<file path="config.mk">
export PLATFORM = sky130hd
export DESIGN_NAME = ahb_lite_board_gpio
export DESIGN_NICKNAME = d
export VERILOG_FILES = /design/src/rtl/gpio_pkg.sv /design/src/rtl/gpio_debounce.sv /design/src/rtl/ahb_lite_board_gpio.sv
export SDC_FILE = /design/constraint.sdc
export NUM_CORES = 1
export LEC_CHECK = 0
export ABC_CLOCK_PERIOD_IN_PS = 3100
export CAP_MARGIN = 20
export CORE_MARGIN = 3
export CORE_UTILIZATION = 47
export CTS_CLUSTER_DIAMETER = 80
export DETAILED_ROUTE_END_ITERATION = 8
export PLACE_DENSITY = 0.74
export SETUP_SLACK_MARGIN = 0.5
export SYNTH_ARGS = -nofsm -noshare
export SYNTH_HDL_FRONTEND = slang
export SYNTH_SLANG_ARGS = --single-unit
</file>
<file path="constraint.sdc">
create_clock -name clk -period 3.1 [get_ports clk]
set_input_delay 0.62 -clock clk [delete_from_list [all_inputs] [get_ports clk]]
set_output_delay 0.62 -clock clk [all_outputs]
set_load 0.03 [all_outputs]
</file>
<file path="src/rtl/gpio_pkg.sv">
// Shared constants and types for the board GPIO AHB-Lite slave.
//   - GPIO_OFS_*      : word indices (haddr[4:2]) of the register map
//   - gpio_err_state_e: two-cycle AHB ERROR response sequencer states
//   - HSIZE_WORD      : the only legal write size
package gpio_pkg;

  localparam logic [2:0] GPIO_OFS_SOC_ID    = 3'd0;
  localparam logic [2:0] GPIO_OFS_BLD_ID    = 3'd1;
  localparam logic [2:0] GPIO_OFS_CLK_FREQ  = 3'd2;
  localparam logic [2:0] GPIO_OFS_LED       = 3'd3;
  localparam logic [2:0] GPIO_OFS_BTN_STATE = 3'd4;
  localparam logic [2:0] GPIO_OFS_BTN_EVT   = 3'd5;
  localparam logic [2:0] GPIO_OFS_IRQ_EN    = 3'd6;
  localparam logic [2:0] GPIO_OFS_RSVD      = 3'd7;

  localparam logic [2:0] HSIZE_WORD = 3'b010;

  typedef enum logic [1:0] {
    IDLE = 2'd0,
    ERR1 = 2'd1,
    ERR2 = 2'd2
  } gpio_err_state_e;

endpackage

</file>
<file path="src/rtl/gpio_debounce.sv">
// Single push-button debouncer.
//   clk, rst : core clock, synchronous active-high reset
//   raw_i    : raw asynchronous button level
//   state_o  : accepted (debounced) level, 1 = pressed
//   rise_o   : one-cycle pulse, asserted in the cycle whose closing edge
//              sets state_o from 0 to 1
module gpio_debounce #(
  parameter int CYCLES     = 135_000,
  parameter int ACTIVE_LOW = 1
) (
  input  logic clk,
  input  logic rst,
  input  logic raw_i,
  output logic state_o,
  output logic rise_o
);

  localparam int             CW       = $clog2(CYCLES);
  localparam logic [CW-1:0]  LAST     = CW'(CYCLES - 1);
  // Synchronizer resets to the released level so that leaving reset does
  // not look like a press.
  localparam logic           REL_LVL  = (ACTIVE_LOW != 0);

  logic          s1_q, s2_q;
  logic          acc_q, acc_d;
  logic [CW-1:0] cnt_q, cnt_d;
  logic          synced;
  logic          expire;

  assign synced = s2_q ^ REL_LVL;
  assign expire = (synced != acc_q) && (cnt_q == LAST);

  always_comb begin
    acc_d = acc_q;
    cnt_d = '0;
    if (synced != acc_q) begin
      if (cnt_q == LAST) acc_d = ~acc_q;
      else               cnt_d = cnt_q + CW'(1);
    end
  end

  always_ff @(posedge clk) begin
    if (rst) begin
      s1_q  <= REL_LVL;
      s2_q  <= REL_LVL;
      acc_q <= 1'b0;
      cnt_q <= '0;
    end else begin
      s1_q  <= raw_i;
      s2_q  <= s1_q;
      acc_q <= acc_d;
      cnt_q <= cnt_d;
    end
  end

  assign state_o = acc_q;
  assign rise_o  = expire & synced;

endmodule

</file>
<file path="src/rtl/ahb_lite_board_gpio.sv">
// AHB-Lite board GPIO slave: identity constants, LEDs, debounced buttons
// with W1C press events and a level interrupt.
//   AHB side : hsel, haddr, htrans, hsize, hwrite, hwdata, hready_in in;
//              hrdata, hready (readyout), hresp out. Zero-wait reads and
//              writes; illegal accesses get a two-cycle ERROR.
//   Board    : btn_i raw buttons in, led_o LED drive out
//   irq      : registered |(BTN_EVT & IRQ_EN)
module ahb_lite_board_gpio
  import gpio_pkg::*;
#(
  parameter logic [31:0] SOC_ID          = 32'h0,
  parameter logic [31:0] BLD_ID          = 32'h0,
  parameter logic [31:0] CLK_FREQ        = 32'd27_000_000,
  parameter int          N_LED           = 6,
  parameter int          N_BTN           = 5,
  parameter int          DEBOUNCE_CYCLES = 135_000,
  parameter int          BTN_ACTIVE_LOW  = 1
) (
  input  logic             clk,
  input  logic             rst,
  input  logic             hsel,
  input  logic [31:0]      haddr,
  input  logic [1:0]       htrans,
  input  logic [2:0]       hsize,
  input  logic             hwrite,
  input  logic [31:0]      hwdata,
  input  logic             hready_in,
  output logic [31:0]      hrdata,
  output logic             hready,
  output logic             hresp,
  input  logic [N_BTN-1:0] btn_i,
  output logic [N_LED-1:0] led_o,
  output logic             irq
);

  gpio_err_state_e  state_q, state_d;
  logic             wr_pend_q;
  logic [2:0]       wr_ofs_q;
  logic [31:0]      hrdata_q, hrdata_d, rd_word;
  logic [N_LED-1:0] led_q, led_d;
  logic [N_BTN-1:0] en_q, en_d, evt_q, evt_d;
  logic             irq_q;
  logic [N_BTN-1:0] btn_state, btn_rise;
  logic [2:0]       a_ofs;
  logic             accept, ro_ofs, err;

  for (genvar i = 0; i < N_BTN; i++) begin : g_btn
    gpio_debounce #(
      .CYCLES    (DEBOUNCE_CYCLES),
      .ACTIVE_LOW(BTN_ACTIVE_LOW)
    ) u_db (
      .clk    (clk),
      .rst    (rst),
      .raw_i  (btn_i[i]),
      .state_o(btn_state[i]),
      .rise_o (btn_rise[i])
    );
  end

  // hready_in is already low in ERR1 on a real bus; the state check keeps
  // the slave safe if it is not.
  assign a_ofs  = haddr[4:2];
  assign accept = hsel && htrans[1] && hready_in && (state_q != ERR1);
  assign ro_ofs = (a_ofs == GPIO_OFS_SOC_ID) || (a_ofs == GPIO_OFS_BLD_ID) ||
                  (a_ofs == GPIO_OFS_CLK_FREQ) || (a_ofs == GPIO_OFS_BTN_STATE);
  assign err    = (a_ofs == GPIO_OFS_RSVD) ||
                  (hwrite && (ro_ofs || (hsize != HSIZE_WORD)));

  // Register next-state. The read mux below uses these _d values, which
  // gives the write-then-read bypass for free.
  always_comb begin
    led_d = led_q;
    en_d  = en_q;
    evt_d = evt_q;
    if (wr_pend_q) begin
      case (wr_ofs_q)
        GPIO_OFS_LED:     led_d = hwdata[N_LED-1:0];
        GPIO_OFS_BTN_EVT: evt_d = evt_q & ~hwdata[N_BTN-1:0];
        GPIO_OFS_IRQ_EN:  en_d  = hwdata[N_BTN-1:0];
        default: ;
      endcase
    end
    evt_d = evt_d | btn_rise;  // a new press beats a same-cycle clear
  end

  always_comb begin
    rd_word = '0;
    case (a_ofs)
      GPIO_OFS_SOC_ID:    rd_word = SOC_ID;
      GPIO_OFS_BLD_ID:    rd_word = BLD_ID;
      GPIO_OFS_CLK_FREQ:  rd_word = CLK_FREQ;
      GPIO_OFS_LED:       rd_word[N_LED-1:0] = led_d;
      GPIO_OFS_BTN_STATE: rd_word[N_BTN-1:0] = btn_state;
      GPIO_OFS_BTN_EVT:   rd_word[N_BTN-1:0] = evt_d;
      GPIO_OFS_IRQ_EN:    rd_word[N_BTN-1:0] = en_d;
      default:            rd_word = '0;
    endcase
    hrdata_d = hrdata_q;
    if (accept && !hwrite) hrdata_d = err ? '0 : rd_word;
  end

  always_comb begin
    state_d = state_q;
    case (state_q)
      ERR1:    state_d = ERR2;
      default: state_d = (accept && err) ? ERR1 : IDLE;
    endcase
  end

  always_ff @(posedge clk) begin
    if (rst) begin
      state_q   <= IDLE;
      wr_pend_q <= 1'b0;
      wr_ofs_q  <= '0;
      hrdata_q  <= '0;
      led_q     <= '0;
      en_q      <= '0;
      evt_q     <= '0;
      irq_q     <= 1'b0;
    end else begin
      state_q   <= state_d;
      wr_pend_q <= accept && hwrite && !err;
      wr_ofs_q  <= a_ofs;
      hrdata_q  <= hrdata_d;
      led_q     <= led_d;
      en_q      <= en_d;
      evt_q     <= evt_d;
      irq_q     <= |(evt_q & en_q);
    end
  end

  assign hrdata = hrdata_q;
  assign hready = (state_q != ERR1);
  assign hresp  = (state_q != IDLE);
  assign led_o  = led_q;
  assign irq    = irq_q;

  logic unused_bits;
  assign unused_bits = ^{haddr[31:5], haddr[1:0], htrans[0], hwdata};

endmodule

</file>
==> metrics.md <==
| Metric | Value |
|---|---|
| Placeable Area | 12200 sq um |
| Horizontal die dimension | 118 um |
| Post-synthesis sequential area ratio | 45.4% |
| CTS Root Cell | sky130_fd_sc_hd__clkbuf_16 |
| Register area | 2700 sq um |
| Hold Violations, Final | 0 |
| Commonest register cell after synthesis | sky130_fd_sc_hd__dfxtp_1 |
| Post-synthesis to final-layout area growth | 19.3% |
| Antenna diodes | 0 |
| TritonCTS sink count | 135 |
| DR WL/cell | 13.8 um |
| Post-Syn Instances | 670 |
| Reg2reg end | g_btn[0].u_db.cnt_q[2] |
| Via-per-instance ratio | 5.14 |
| Share of layout cells above drive strength 1 | 8.43% |
| Row Count | 40 |
| Part of the cycle the worst path needs | 76.2% |
| Placed wire-length estimate | 8320 um |
| RSZ-0062 raised after global routing | no |
| Top metal layer carrying routed signals | met4 |
| Reg-to-reg startpoint | g_btn[0].u_db.cnt_q[13] |
| Critical path launch point type | flop |
| Count of instances resized after the clock tree is built | 0 |
| Worst Path Buf+Inv | 1 |
| Power density relative to cell area | 572 nW/um^2 |
| Share of synthesized flip-flops with an asynchronous set or reset | 0% |
| Required time at the endpoint of the critical path | 2480 ps |
| Number of hold buffers added after cts | 0 |
| Worst path top cell family by delay | buffers and inverters |
| Total power consumption of the routed design | 4.06 mW |
| Sum of met2 wire segment lengths after detailed routing | 6420 um |
| Placement Setup Slack | 531 ps |
| Accumulated negative setup slack | 0 ps |
| Relative slew margins | 53.6% |
| Reg clk slew, reported paths | 50 ps |
| Delay of the slowest cell on the worst path | 770 ps |
| Slew Viols, Final | 0 |
| Total global routing overflow | 0 |
| Worst-margin pin slew | 696 ps |
| Final period demand of the worst path | 2360 ps |
| YS warnings | 0 |
| Setup slack of the most critical reg-to-reg path | 1100 ps |
| DP Area | 6440 sq um |
| Maximum buffer depth of the clock tree | 2 |
| Total of fill cells in the finished design | 1065 |
| Slowest cell on the critical path | sky130_fd_sc_hd__clkdlybuf4s50_1 |
| Post-synthesis cell area | 5950 sq um |
| Data arrival time of the worst path | 1740 ps |
| Number of detailed-routing iterations run before antenna repair | 7 |
| Routed metal-1 wirelength | 5200 um |
| Status | finished clean |
| Worst min-delay path class | flop to flop |
| Skew final | 7.42 ps |
| Setup repair bufs after CTS | 0 |
| Cell-by-cell listing of the critical path | clkdlybuf4s50_1 |
| DRC violation count after routing | 0 |
| Skew-Pair Late Insertion Delay | 410 ps |
| CP Max Fanout | 15 |
| Met3 wire len | 621 um |
| Height of the die | 118 um |
| Total number of vias | 4584 |
| Initial core utilization | 48.7% |
| Wire length of the first global-routing pass | 21100 um |
| Buffers on Ports | 51 |
| Deepest level of the CTS H-tree | 4 |
| Pin count of the biggest net entering global routing | 45 |
| Antenna violations before repair | 0 |
| Final setup violating endpoints | 0 |
| Final instance area | 7090 sq um |
| Final Worst Setup Slack | 738 ps |
| Worst path depth | 1 |
| Worst-case vdd ir drop | 0.405 mV |
| RD Place Congestion | 0.807 |
| Antenna-violating nets left | 0 |
| Worst-case reg-to-reg path depth | 5 |
| Synthesized flop and latch total | 135 |
| Distinct cell type count of the synthesized netlist | 55 |
| Average instance area after synthesis | 8.88 sq um |
| TritonCTS Buffers | 17 |
| Overall routing resource usage | 18.2% |
| Crit Path Category | flop to output port |
| I/O pin count | 120 |
| Count of max-cap constraint violations | 0 |
| Vias in the first global route | 4610 |
| CTS tree | built |
| Leakage power | 2.48 nW |
| Total Routed Length | 12300 um |
| # nets final | 795 |
| Initial DRC count | 256 |
| Kind of capture point of the worst setup path | output port |
| Post-synth EDFFs | 0 |
| Total Die Area | 14000 sq um |
| Start point of the critical path | hrdata[23] |
| Crit path capture | hrdata[7] |
| Achievable Freq | 423 MHz |
| Multi-input gate area | 2940 sq um |
## state kept, by name (all words and copies together) (netlist names)
register,count
g_btn.u_db.state_o,5
state_q,2
hrdata,7
led_o,6
en_q,5
wr_ofs_q,3
wr_pend_q,1
irq,1
g_btn.u_db.s2_q,5
evt_q,5
g_btn.u_db.s1_q,5
g_btn.u_db.cnt_q,90
## cell type report
class	instances	share of cell area [%]
Tap cell	168	2.96
Inverter	14	0.741
Timing Repair Buffer	54	7.51
Clock inverter	7	1.94
Sequential cell	135	38.1
Clock buffer	25	7.27
Multi-Input combinational cell	489	41.5
## kinds of logic after synthesis
group                    after synthesis  synth area share [%]
multiplexers                          19                  3.28
flip-flops                           135                  45.4
AND/OR/NAND/NOR                      329                  27.5
other                                  1                0.0631
AO/OA/AOI/OAI                         39                  4.40
XOR/XNOR                              85                  12.5
buffers and inverters                 57                  5.79
adder cells (fa/ha/maj)                5                  1.05
## worst min-delay path by stage
stage | end | cells after the start | slack (ps) | startpoint
final | g_btn[3].u_db.s2_q | 1 | 410 | g_btn[3].u_db.s1_q
after global routing | g_btn[2].u_db.s2_q | 1 | 420 | g_btn[2].u_db.s1_q
after CTS | g_btn[3].u_db.s2_q | 1 | 410 | g_btn[3].u_db.s1_q
after detailed placement | g_btn[3].u_db.s2_q | 1 | 400 | g_btn[3].u_db.s1_q
after global placement | g_btn[1].u_db.s2_q | 1 | 390 | g_btn[1].u_db.s1_q
after floorplan | g_btn[0].u_db.s2_q | 1 | 390 | g_btn[0].u_db.s1_q
## layer usage
layer	up-vias	global-route usage, %
li1	2320	-
met1	2157	20.4
met2	97	33.0
met3	10	5.65
met4	0	5.43
met5	-	0
## metrics by stage
| step | std cells | hold WS (ps) | utilization (%) |
|---|---|---|---|
| 6_report | 892 | 408 | 58.1 |
| 3_5_place_dp | 860 | 397 | 52.7 |
| 2_1_floorplan | 681 | 389 | - |
| 4_1_cts | 892 | 409 | 58.1 |
| 3_3_place_gp | 860 | 393 | 52.7 |
| 5_1_grt | 892 | 417 | 58.1 |
## cell usage after synthesis (all sizes together), types with 6 or more instances
master	n	area, sq um
nor3	16	90.1
nor4	10	68.8
clkbuf	7	26.3
or2	13	81.3
nand2	45	169
xnor2	34	298
xor2	51	447
dfxtp	135	2700
nor2	133	499
nor2b	6	37.5
inv	14	52.6
and3	12	76.3
nand3	38	190
a21oi	11	55.1
nand4	20	125
mux2i	15	150
o21ai	8	43.8
buf	36	265
and4	6	52.6
nor4b	8	76.3
## where the power goes
| part | switching, mW | leakage [nW] | total [mW] | internal (mW) |
|---|---|---|---|---|
| clock | 0.714 | 0.319 | 2.19 | 1.47 |
| combinational | 0.0691 | 1.07 | 0.116 | 0.0464 |
| sequential | 0.00644 | 1.09 | 1.75 | 1.75 |
## cell usage in the layout, fill, tap and decap left out, types with 2 or more instances in the layout
cell type / netlist / final
sky130_fd_sc_hd__a21boi_0: 4 / 4
sky130_fd_sc_hd__a21oi_1: 11 / 11
sky130_fd_sc_hd__a22oi_1: 4 / 4
sky130_fd_sc_hd__and2_1: 3 / 3
sky130_fd_sc_hd__and3_1: 11 / 11
sky130_fd_sc_hd__and4_1: 6 / 6
sky130_fd_sc_hd__buf_4: 26 / 3
sky130_fd_sc_hd__bufinv_16: 0 / 4
sky130_fd_sc_hd__clkbuf_1: 7 / 2
sky130_fd_sc_hd__clkbuf_16: 0 / 17
sky130_fd_sc_hd__clkbuf_8: 0 / 6
sky130_fd_sc_hd__clkdlybuf4s50_1: 0 / 51
sky130_fd_sc_hd__clkinv_2: 0 / 2
sky130_fd_sc_hd__conb_1: 1 / 12
sky130_fd_sc_hd__dfxtp_1: 135 / 135
sky130_fd_sc_hd__ha_1: 5 / 5
sky130_fd_sc_hd__inv_1: 14 / 14
sky130_fd_sc_hd__mux2_2: 4 / 4
sky130_fd_sc_hd__mux2i_1: 15 / 15
sky130_fd_sc_hd__nand2_1: 45 / 45
sky130_fd_sc_hd__nand2b_1: 4 / 4
sky130_fd_sc_hd__nand3_1: 38 / 38
sky130_fd_sc_hd__nand4_1: 20 / 20
sky130_fd_sc_hd__nand4b_1: 2 / 2
sky130_fd_sc_hd__nor2_1: 133 / 133
sky130_fd_sc_hd__nor2b_1: 6 / 6
sky130_fd_sc_hd__nor3_1: 14 / 14
sky130_fd_sc_hd__nor3_2: 2 / 2
sky130_fd_sc_hd__nor4_1: 9 / 9
sky130_fd_sc_hd__nor4b_1: 7 / 7
sky130_fd_sc_hd__o21ai_0: 7 / 7
sky130_fd_sc_hd__o21ba_2: 2 / 2
sky130_fd_sc_hd__o22ai_1: 3 / 3
sky130_fd_sc_hd__or2_2: 13 / 13
sky130_fd_sc_hd__or3_1: 5 / 5
sky130_fd_sc_hd__xnor2_1: 34 / 34
sky130_fd_sc_hd__xor2_1: 51 / 51
Power figures use the tool's default switching activity.
